`src/rtl/mips_mem_pkg.sv`:
```
// Shared encodings for the MIPS data-memory write and load paths.
package mips_mem_pkg;

   localparam int DEF_DATA_W = 32;

   localparam logic [1:0] SZ_BYTE = 2'b00;
   localparam logic [1:0] SZ_HALF = 2'b01;
   localparam logic [1:0] SZ_WORD = 2'b10;

   typedef enum logic [1:0] {
      IDLE   = 2'd0,
      RF_WR  = 2'd1,
      MEM_WR = 2'd2,
      ERR    = 2'd3
   } state_t;

endpackage

```
`src/rtl/lane_steer.sv`:
```
// Little-endian byte-lane steering and alignment check for 32-bit stores.
// Purely combinational; no handshake.
module lane_steer
   import mips_mem_pkg::*;
(
   input  logic [1:0]  size,
   input  logic [1:0]  off,
   input  logic [31:0] data,
   output logic [31:0] wdata,
   output logic [3:0]  be,
   output logic        misaligned
);

   always_comb begin
      wdata      = data;
      be         = 4'b0000;
      misaligned = 1'b0;
      case (size)
         SZ_BYTE: begin
            wdata = {4{data[7:0]}};
            be    = 4'b0001 << off;
         end
         SZ_HALF: begin
            wdata      = {2{data[15:0]}};
            be         = off[1] ? 4'b1100 : 4'b0011;
            misaligned = off[0];
         end
         SZ_WORD: begin
            wdata      = data;
            be         = 4'b1111;
            misaligned = (off != 2'b00);
         end
         default: misaligned = 1'b1;
      endcase
   end

endmodule

```
`src/rtl/store_router.sv`:
```
// Steers one EX/MEM result to the register file or to data memory as a store.
// RF write and align error take 2 cycles; stores hold until ack or timeout; req_ready low while busy.
module store_router
   import mips_mem_pkg::*;
#(
   parameter int DATA_W      = DEF_DATA_W,
   parameter int ACK_TIMEOUT = 15
) (
   input  logic              clk,
   input  logic              reset,
   input  logic              req_valid,
   output logic              req_ready,
   input  logic              req_sel,
   input  logic [31:0]       req_addr,
   input  logic [4:0]        req_reg,
   input  logic [DATA_W-1:0] req_data,
   input  logic [1:0]        req_size,
   output logic              mem_en,
   output logic              mem_we,
   output logic [31:0]       mem_addr,
   output logic [DATA_W-1:0] mem_wdata,
   output logic [3:0]        mem_be,
   input  logic              mem_ack,
   output logic              rf_we,
   output logic [4:0]        rf_waddr,
   output logic [DATA_W-1:0] rf_wdata,
   output logic              err_align,
   output logic              err_timeout,
   output logic              busy
);

   localparam int CW = $clog2(ACK_TIMEOUT + 1);

   state_t              state;
   logic [CW-1:0]       tmo_cnt;
   logic [DATA_W-1:0]   st_wdata;
   logic [3:0]          st_be;
   logic                st_misaligned;

   lane_steer u_lane_steer (
      .size       (req_size),
      .off        (req_addr[1:0]),
      .data       (req_data),
      .wdata      (st_wdata),
      .be         (st_be),
      .misaligned (st_misaligned)
   );

   always_ff @(posedge clk or posedge reset) begin
      if (reset) begin
         state       <= IDLE;
         tmo_cnt     <= '0;
         req_ready   <= 1'b0;
         mem_en      <= 1'b0;
         mem_we      <= 1'b0;
         mem_addr    <= '0;
         mem_wdata   <= '0;
         mem_be      <= '0;
         rf_we       <= 1'b0;
         rf_waddr    <= '0;
         rf_wdata    <= '0;
         err_align   <= 1'b0;
         err_timeout <= 1'b0;
         busy        <= 1'b0;
      end else begin
         rf_we       <= 1'b0;
         err_align   <= 1'b0;
         err_timeout <= 1'b0;
         case (state)
            IDLE: begin
               req_ready <= 1'b1;
               busy      <= 1'b0;
               if (req_valid && req_ready) begin
                  req_ready <= 1'b0;
                  busy      <= 1'b1;
                  if (!req_sel) begin
                     state    <= RF_WR;
                     // $0 is hardwired: consume the request without a write strobe
                     rf_we    <= (req_reg != 5'd0);
                     rf_waddr <= req_reg;
                     rf_wdata <= req_data;
                  end else if (st_misaligned) begin
                     state     <= ERR;
                     err_align <= 1'b1;
                  end else begin
                     state     <= MEM_WR;
                     mem_en    <= 1'b1;
                     mem_we    <= 1'b1;
                     mem_addr  <= {req_addr[31:2], 2'b00};
                     mem_wdata <= st_wdata;
                     mem_be    <= st_be;
                     tmo_cnt   <= CW'(1);
                  end
               end
            end
            RF_WR, ERR: begin
               state     <= IDLE;
               req_ready <= 1'b1;
               busy      <= 1'b0;
            end
            MEM_WR: begin
               // tmo_cnt equals the number of the edge being sampled; ack wins on the last one
               if (mem_ack || (tmo_cnt == CW'(ACK_TIMEOUT))) begin
                  state       <= IDLE;
                  mem_en      <= 1'b0;
                  mem_we      <= 1'b0;
                  req_ready   <= 1'b1;
                  busy        <= 1'b0;
                  err_timeout <= !mem_ack;
               end else begin
                  tmo_cnt <= tmo_cnt + CW'(1);
               end
            end
            default: state <= IDLE;
         endcase
      end
   end

endmodule

```
`config.mk`:
```
export PLATFORM = sky130hd
export DESIGN_NAME = store_router
export DESIGN_NICKNAME = d
export VERILOG_FILES = /design/src/rtl/mips_mem_pkg.sv /design/src/rtl/lane_steer.sv /design/src/rtl/store_router.sv
export SDC_FILE = /design/constraint.sdc
export NUM_CORES = 1
export LEC_CHECK = 0
export CORE_ASPECT_RATIO = 1.75
export CORE_MARGIN = 2
export CORE_UTILIZATION = 45
export CTS_BUF_LIST = sky130_fd_sc_hd__clkbuf_8
export CTS_CLUSTER_SIZE = 12
export DETAILED_ROUTE_END_ITERATION = 10
export GPL_TIMING_DRIVEN = 0
export PLACE_DENSITY = 0.86
export RECOVER_POWER = 50
export SLEW_MARGIN = 30
export SYNTH_ARGS = -nofsm -noshare
export SYNTH_HDL_FRONTEND = slang
export SYNTH_HIERARCHICAL = 1
export SYNTH_SLANG_ARGS = --single-unit
```
`constraint.sdc`:
```
create_clock -name clk -period 11.48 [get_ports clk]
set_input_delay 3.444 -clock clk [delete_from_list [all_inputs] [get_ports clk]]
set_output_delay 3.444 -clock clk [all_outputs]
set_load 0.02 [all_outputs]
```
# ---- Yosys cells after proc, flatten, opt, wreduce, memory -nomap -nowiden
# Index checks and enable logic that the tools add are counted.
dict set report classes {
  n_addsub 1
  eq_ne 11
  shift 1
  n_mux 33
  n_bitwise 2
  n_reduce_logical 14
}
# op n
set op_table {}
lappend op_table {{$pmux 32 s2} 1}
lappend op_table {{$mux 4} 5}
lappend op_table {{$mux 1} 17}
lappend op_table {{$pmux 4 s3} 1}
lappend op_table {{$ne 2x2->1 const B} 5}
lappend op_table {{$reduce_and 5->1} 2}
lappend op_table {{$pmux 1 s3} 3}
lappend op_table {{$pmux 4 s2} 1}
lappend op_table {{$eq 2x2->1 const B} 3}
lappend op_table {{$mux 2} 3}
lappend op_table {{$pmux 2 s3} 1}
lappend op_table {{$reduce_bool 5->1} 1}
lappend op_table {{$add 4x1->4 const B} 1}
lappend op_table {{$eq 2x1->1 const B} 2}
lappend op_table {{$eq 4x4->1 const B} 1}
lappend op_table {{$logic_not 2->1} 2}
lappend op_table {{$reduce_and 4->1} 1}
lappend op_table {{$reduce_bool 2->1} 2}
lappend op_table {{$shl 1x2->4 const A} 1}
lappend op_table {{$reduce_and 3->1} 1}
lappend op_table {{$not 1->1} 2}
lappend op_table {{$pmux 1 s2} 1}
lappend op_table {{$reduce_and 2->1} 1}
lappend op_table {{$reduce_or 2->1} 1}
lappend op_table {{other kinds (3)} 3}
dict set report word_totals {
  reg_bits 115
  in_bits 76
  output_inout_bits 112
  elab_cells 75
}

# ---- Longest topological paths before layout
dict set report depth {
  ltp_word 6
  mapped_depth 9
  ltp_nobuf 5
}

# ---- Modules after synthesis
# Netlist, hierarchy kept.
# mod instances cells_each area_each_um2 seq_area_each_um2
set by_module_without_submodules {}
lappend by_module_without_submodules {store_router 1 269 4430.5 2877.8}
lappend by_module_without_submodules {lane_steer 1 68 574.3 0.0}

# ---- Worst setup path after synthesis
# OpenSTA, ideal clock, no wires.
dict set report synth_path {
  kind {input to register}
  start {input req_size[0]}
  end {register mem_addr[2]}
  setup_ns 0.127
  arrival_ns 4.869
  setup_slack_ns 6.484
  path_stages 9
  path_cell_list {buf_6 > buf_12 > nor3_1 > nor2_1 > nand2b_1 > nor2_4 > buf_6 > buf_6 > mux2_1}
}
dict set report synth_between {
  elab_chain_len 4
}
# element line_no
set synth_lines {}
lappend synth_lines {{from (decl)} store_router.sv:17} ;# input logic [1:0] req_size,
lappend synth_lines {{$eq 2x2->1 (tied with other cells)} lane_steer.sv:18} ;# case (size)
lappend synth_lines {{$pmux 1 s3 (*)} lane_steer.sv:18}
lappend synth_lines {{net st_misaligned} store_router.sv:38} ;# logic st_misaligned;
lappend synth_lines {{$not 1->1 (no source line) (*)} n/a}
lappend synth_lines {{$reduce_and 4->1 (no source line) (*)} n/a}
lappend synth_lines {{to (signal assigned)} store_router.sv:89} ;# mem_addr <= {req_addr[31:2], 2'b00};
lappend synth_lines {{to (decl)} store_router.sv:20} ;# output logic [31:0] mem_addr,
# The timed path passes the listed nets; every way through them passes the cells marked *.
# A chain may end at the register's enable or synchronous reset.

# ---- Worst setup path after layout
dict set report layout_path {
  start {input req_addr[0]}
  end {register mem_addr[8]}
}
dict set report layout_between {
  elab_chain_len 4
}
# element line_no
set layout_lines {}
lappend layout_lines {{from (decl)} store_router.sv:14} ;# input logic [31:0] req_addr,
lappend layout_lines {{$reduce_bool 2->1} lane_steer.sv:31} ;# misaligned = (off != 2'b00);
lappend layout_lines {{$pmux 1 s3 (*)} lane_steer.sv:18}
lappend layout_lines {{net st_misaligned} store_router.sv:38}
lappend layout_lines {{$not 1->1 (no source line) (*)} n/a}
lappend layout_lines {{$reduce_and 4->1 (no source line) (*)} n/a}
# Marked as above.

==> results_dict.tcl <==
set metrics [dict create \
    synthXorXnorAreaFrac_pct 0 \
    ant_nets 0 \
    clkTransAtPathRegs_ps 70 \
    whs_path_depth 1 \
    maxCapViolations 0 \
    clock_path_buffers 2 \
    hold_start "mem_addr[11]" \
    grt_pass1_vias 3787 \
    drt-pass1-iter-count 4 \
    dp_slack_ps 6090 \
    ys_seq_area_share_pct 57.5 \
    synth_area_sq_um 5000 \
    finalHoldViolCount 0 \
    vias 3504 \
    yosysUniqueCellTypes 38 \
    finalPower_mw 2.00 \
    yosys_register_bits 115 \
    whs_endpoint "mem_addr[11]" \
    synth_top_area_share_pct 57.5 \
    cts_made_buffers 17 \
    die_y_um 144 \
    setup.worst_path.start "req_addr[0]" \
    diodes 0 \
    design.die.area_sq_um 12000 \
    synth_cells 337 \
    dr.first_iter.drc_count 106 \
    critPathMaxFanout 10 \
    root_buffer "clkbuf_8" \
    setup_viol 0 \
    rr_worst_depth 5 \
    drt-total-wl_um 13300 \
    antenna_found_initial 0 \
    synth_area_leaders "dfrtp_1, mux2_2, mux2_1, mux2i_1, buf_4" \
    setup.worst_path.start_class "input pin" \
    setup_tns_ps 0 \
    final_nets 618 \
    clock-sinks 115 \
    finalClockSkew_ps 6.56 \
    rows 51 \
    grt_max_degree 98 \
    maxSlewHeadroom_pct 35.7 \
    r2r-end "mem_addr[8]" \
    die_x_um 83.7 \
    grt_pass1_wl_um 20400 \
    synth_top_cell_by_area "dfrtp_1" \
    synth_edf_count 0 \
    syn_avg_cell_area_sq_um 14.9 \
    globalplace.congestion 0.799 \
    worstSetupEndpointType "flip-flop" \
    min_period_over_period_pct 51.2 \
    synth_simple_gate_area_share_pct 4.40 \
    drive_above_1_share_pct 28.5 \
    synth-main-ff-cell "dfrtp_1" \
    worst_slack_ps 5600 \
    ff2ff_setup_slack_ps 8790 \
    synth_mux_area_share_pct 29.7 \
    reg2reg_from "state[1]" \
    place_hpwl_um 9890 \
    peakVddDrop_uv 187 \
    routed_via_density 5.11 \
    worst_pin_slew_ps 959 \
    rsz0062_at_grt "no" \
    drc 0 \
    cp_data_required_time_ps 11790 \
    power_density_nw_per_um2 272 \
    synth_top_family_by_area "multiplexers" \
    insertion_delay_ps 430 \
    critical_path_arrival_ps 6190 \
    cts_resized 0 \
    fmax_mhz 170 \
    outcome "finished clean" \
    io_buffers 183 \
    grt.total_usage_pct 22.4 \
    wl_per_cell_um 19.5 \
    area_growth_pct 47.0 \
    cts_tree "yes" \
    hp-class "flip-flop to flip-flop" \
    criticalPathCategory "input pin to flip-flop" \
    async_reset_ff_share_pct 100 \
    grt_overflow 0 \
    io_pins 188 \
    ys_warn_count 6 \
    cts_max_level 4 \
    post_cts_buffers 0 \
    core_area_sq_um 11000 \
    synthAdderAreaFrac_pct 0.250 \
    leakage_nw 3.15 \
    synth_compound_area_share_pct 2.88 \
    start_util_pct 45.6 \
    cts_hold_buf 0 \
    slew_viol_final 0 \
    period_needed_ps 5880 \
]
## stage by stage
| step | utilization (%) | std cells | instance area, sq um | hold WS [ps] |
|---|---|---|---|---|
| 2_1_floorplan | - | 338 | 5010 | 456 |
| 3_3_place_gp | 63.8 | 653 | 7010 | 459 |
| 3_5_place_dp | 64.1 | 654 | 7040 | 478 |
| 4_1_cts | 67.6 | 686 | 7420 | 494 |
| 5_1_grt | 67.0 | 686 | 7360 | 505 |
| 6_report | 67.0 | 686 | 7360 | 486 |
## cells in the mapped netlist (2+ instances only)
library cell / n
mux2i_1: 12
nand2b_1: 3
and3_1: 2
buf_4: 16
nor3b_1: 2
nand3_1: 2
nor2_1: 3
nand2_1: 11
dfrtp_1: 115
buf_6: 7
o21a_1: 2
mux2_1: 19
buf_2: 3
mux2_4: 7
o21ai_0: 10
mux2_2: 93
o21ai_1: 2
a21oi_1: 6
inv_1: 3
## power by group
group	switching, mW	internal [mW]
clock network	0.159	0.197
registers	0.106	0.600
logic	0.442	0.499
## sequential cells by signal, summed over array words and instances, names as in the netlist
signal	flops
mem_we	1
rf_waddr	5
busy	1
mem_wdata	32
state	2
err_timeout	1
rf_we	1
err_align	1
rf_wdata	32
tmo_cnt	4
mem_addr	30
mem_be	4
req_ready	1
## worst max-delay path: stages
cell,delay [ps]
dlygate4sd3_1,600
a21oi_1,170
nor2_1,70
nand2b_1,160
nor2_1,280
clkbuf_1,580
clkbuf_1,490
mux2_1,380
## cell families after synthesis
family          Yosys count
mux                     131
flops                   115
simple gates             33
buf+inv                  31
compound gates           25
fa+ha+maj                 1
other cells               1
## how the worst max path moves through the flow
stage          depth (start not counted)            to
6_report                               8   mem_addr[8]
5_1_grt                                8   mem_addr[3]
4_1_cts                                2        mem_we
3_5_place_dp                           8   mem_addr[8]
3_3_place_gp                           2  rf_wdata[28]
2_1_floorplan                          1          busy
## layer usage
metal,vias up,GRT usage [%],share of wire (%)
li1,1589,-,-
met1,1771,22.8,35
met2,117,42.7,58
met3,27,5.17,4.5
met4,0,10.1,2.8
met5,-,0,0
## area by class of cell
type | count | area [sq um]
Sequential cell | 115 | 2880
Timing Repair Buffer | 184 | 1860
Buffer | 28 | 214
Tap cell | 132 | 165
Fill cell | 825 | 3620
Clock buffer | 22 | 303
Inverter | 3 | 12.5
Clock inverter | 10 | 81.3
Multi-Input combinational cell | 192 | 1840
## cells in the final DEF (no fill, tap or decap), types with 6 or more instances in the layout
| cell | count |
|---|---|
| mux2_4 | 7 |
| dlygate4sd3_1 | 9 |
| mux2_1 | 19 |
| o21ai_0 | 10 |
| clkbuf_8 | 22 |
| clkbuf_1 | 6 |
| buf_4 | 15 |
| a21oi_1 | 6 |
| nand2_1 | 11 |
| clkdlybuf4s50_1 | 174 |
| dfrtp_1 | 115 |
| mux2_2 | 93 |
| mux2i_1 | 12 |
(Power assumes the default switching activity.)
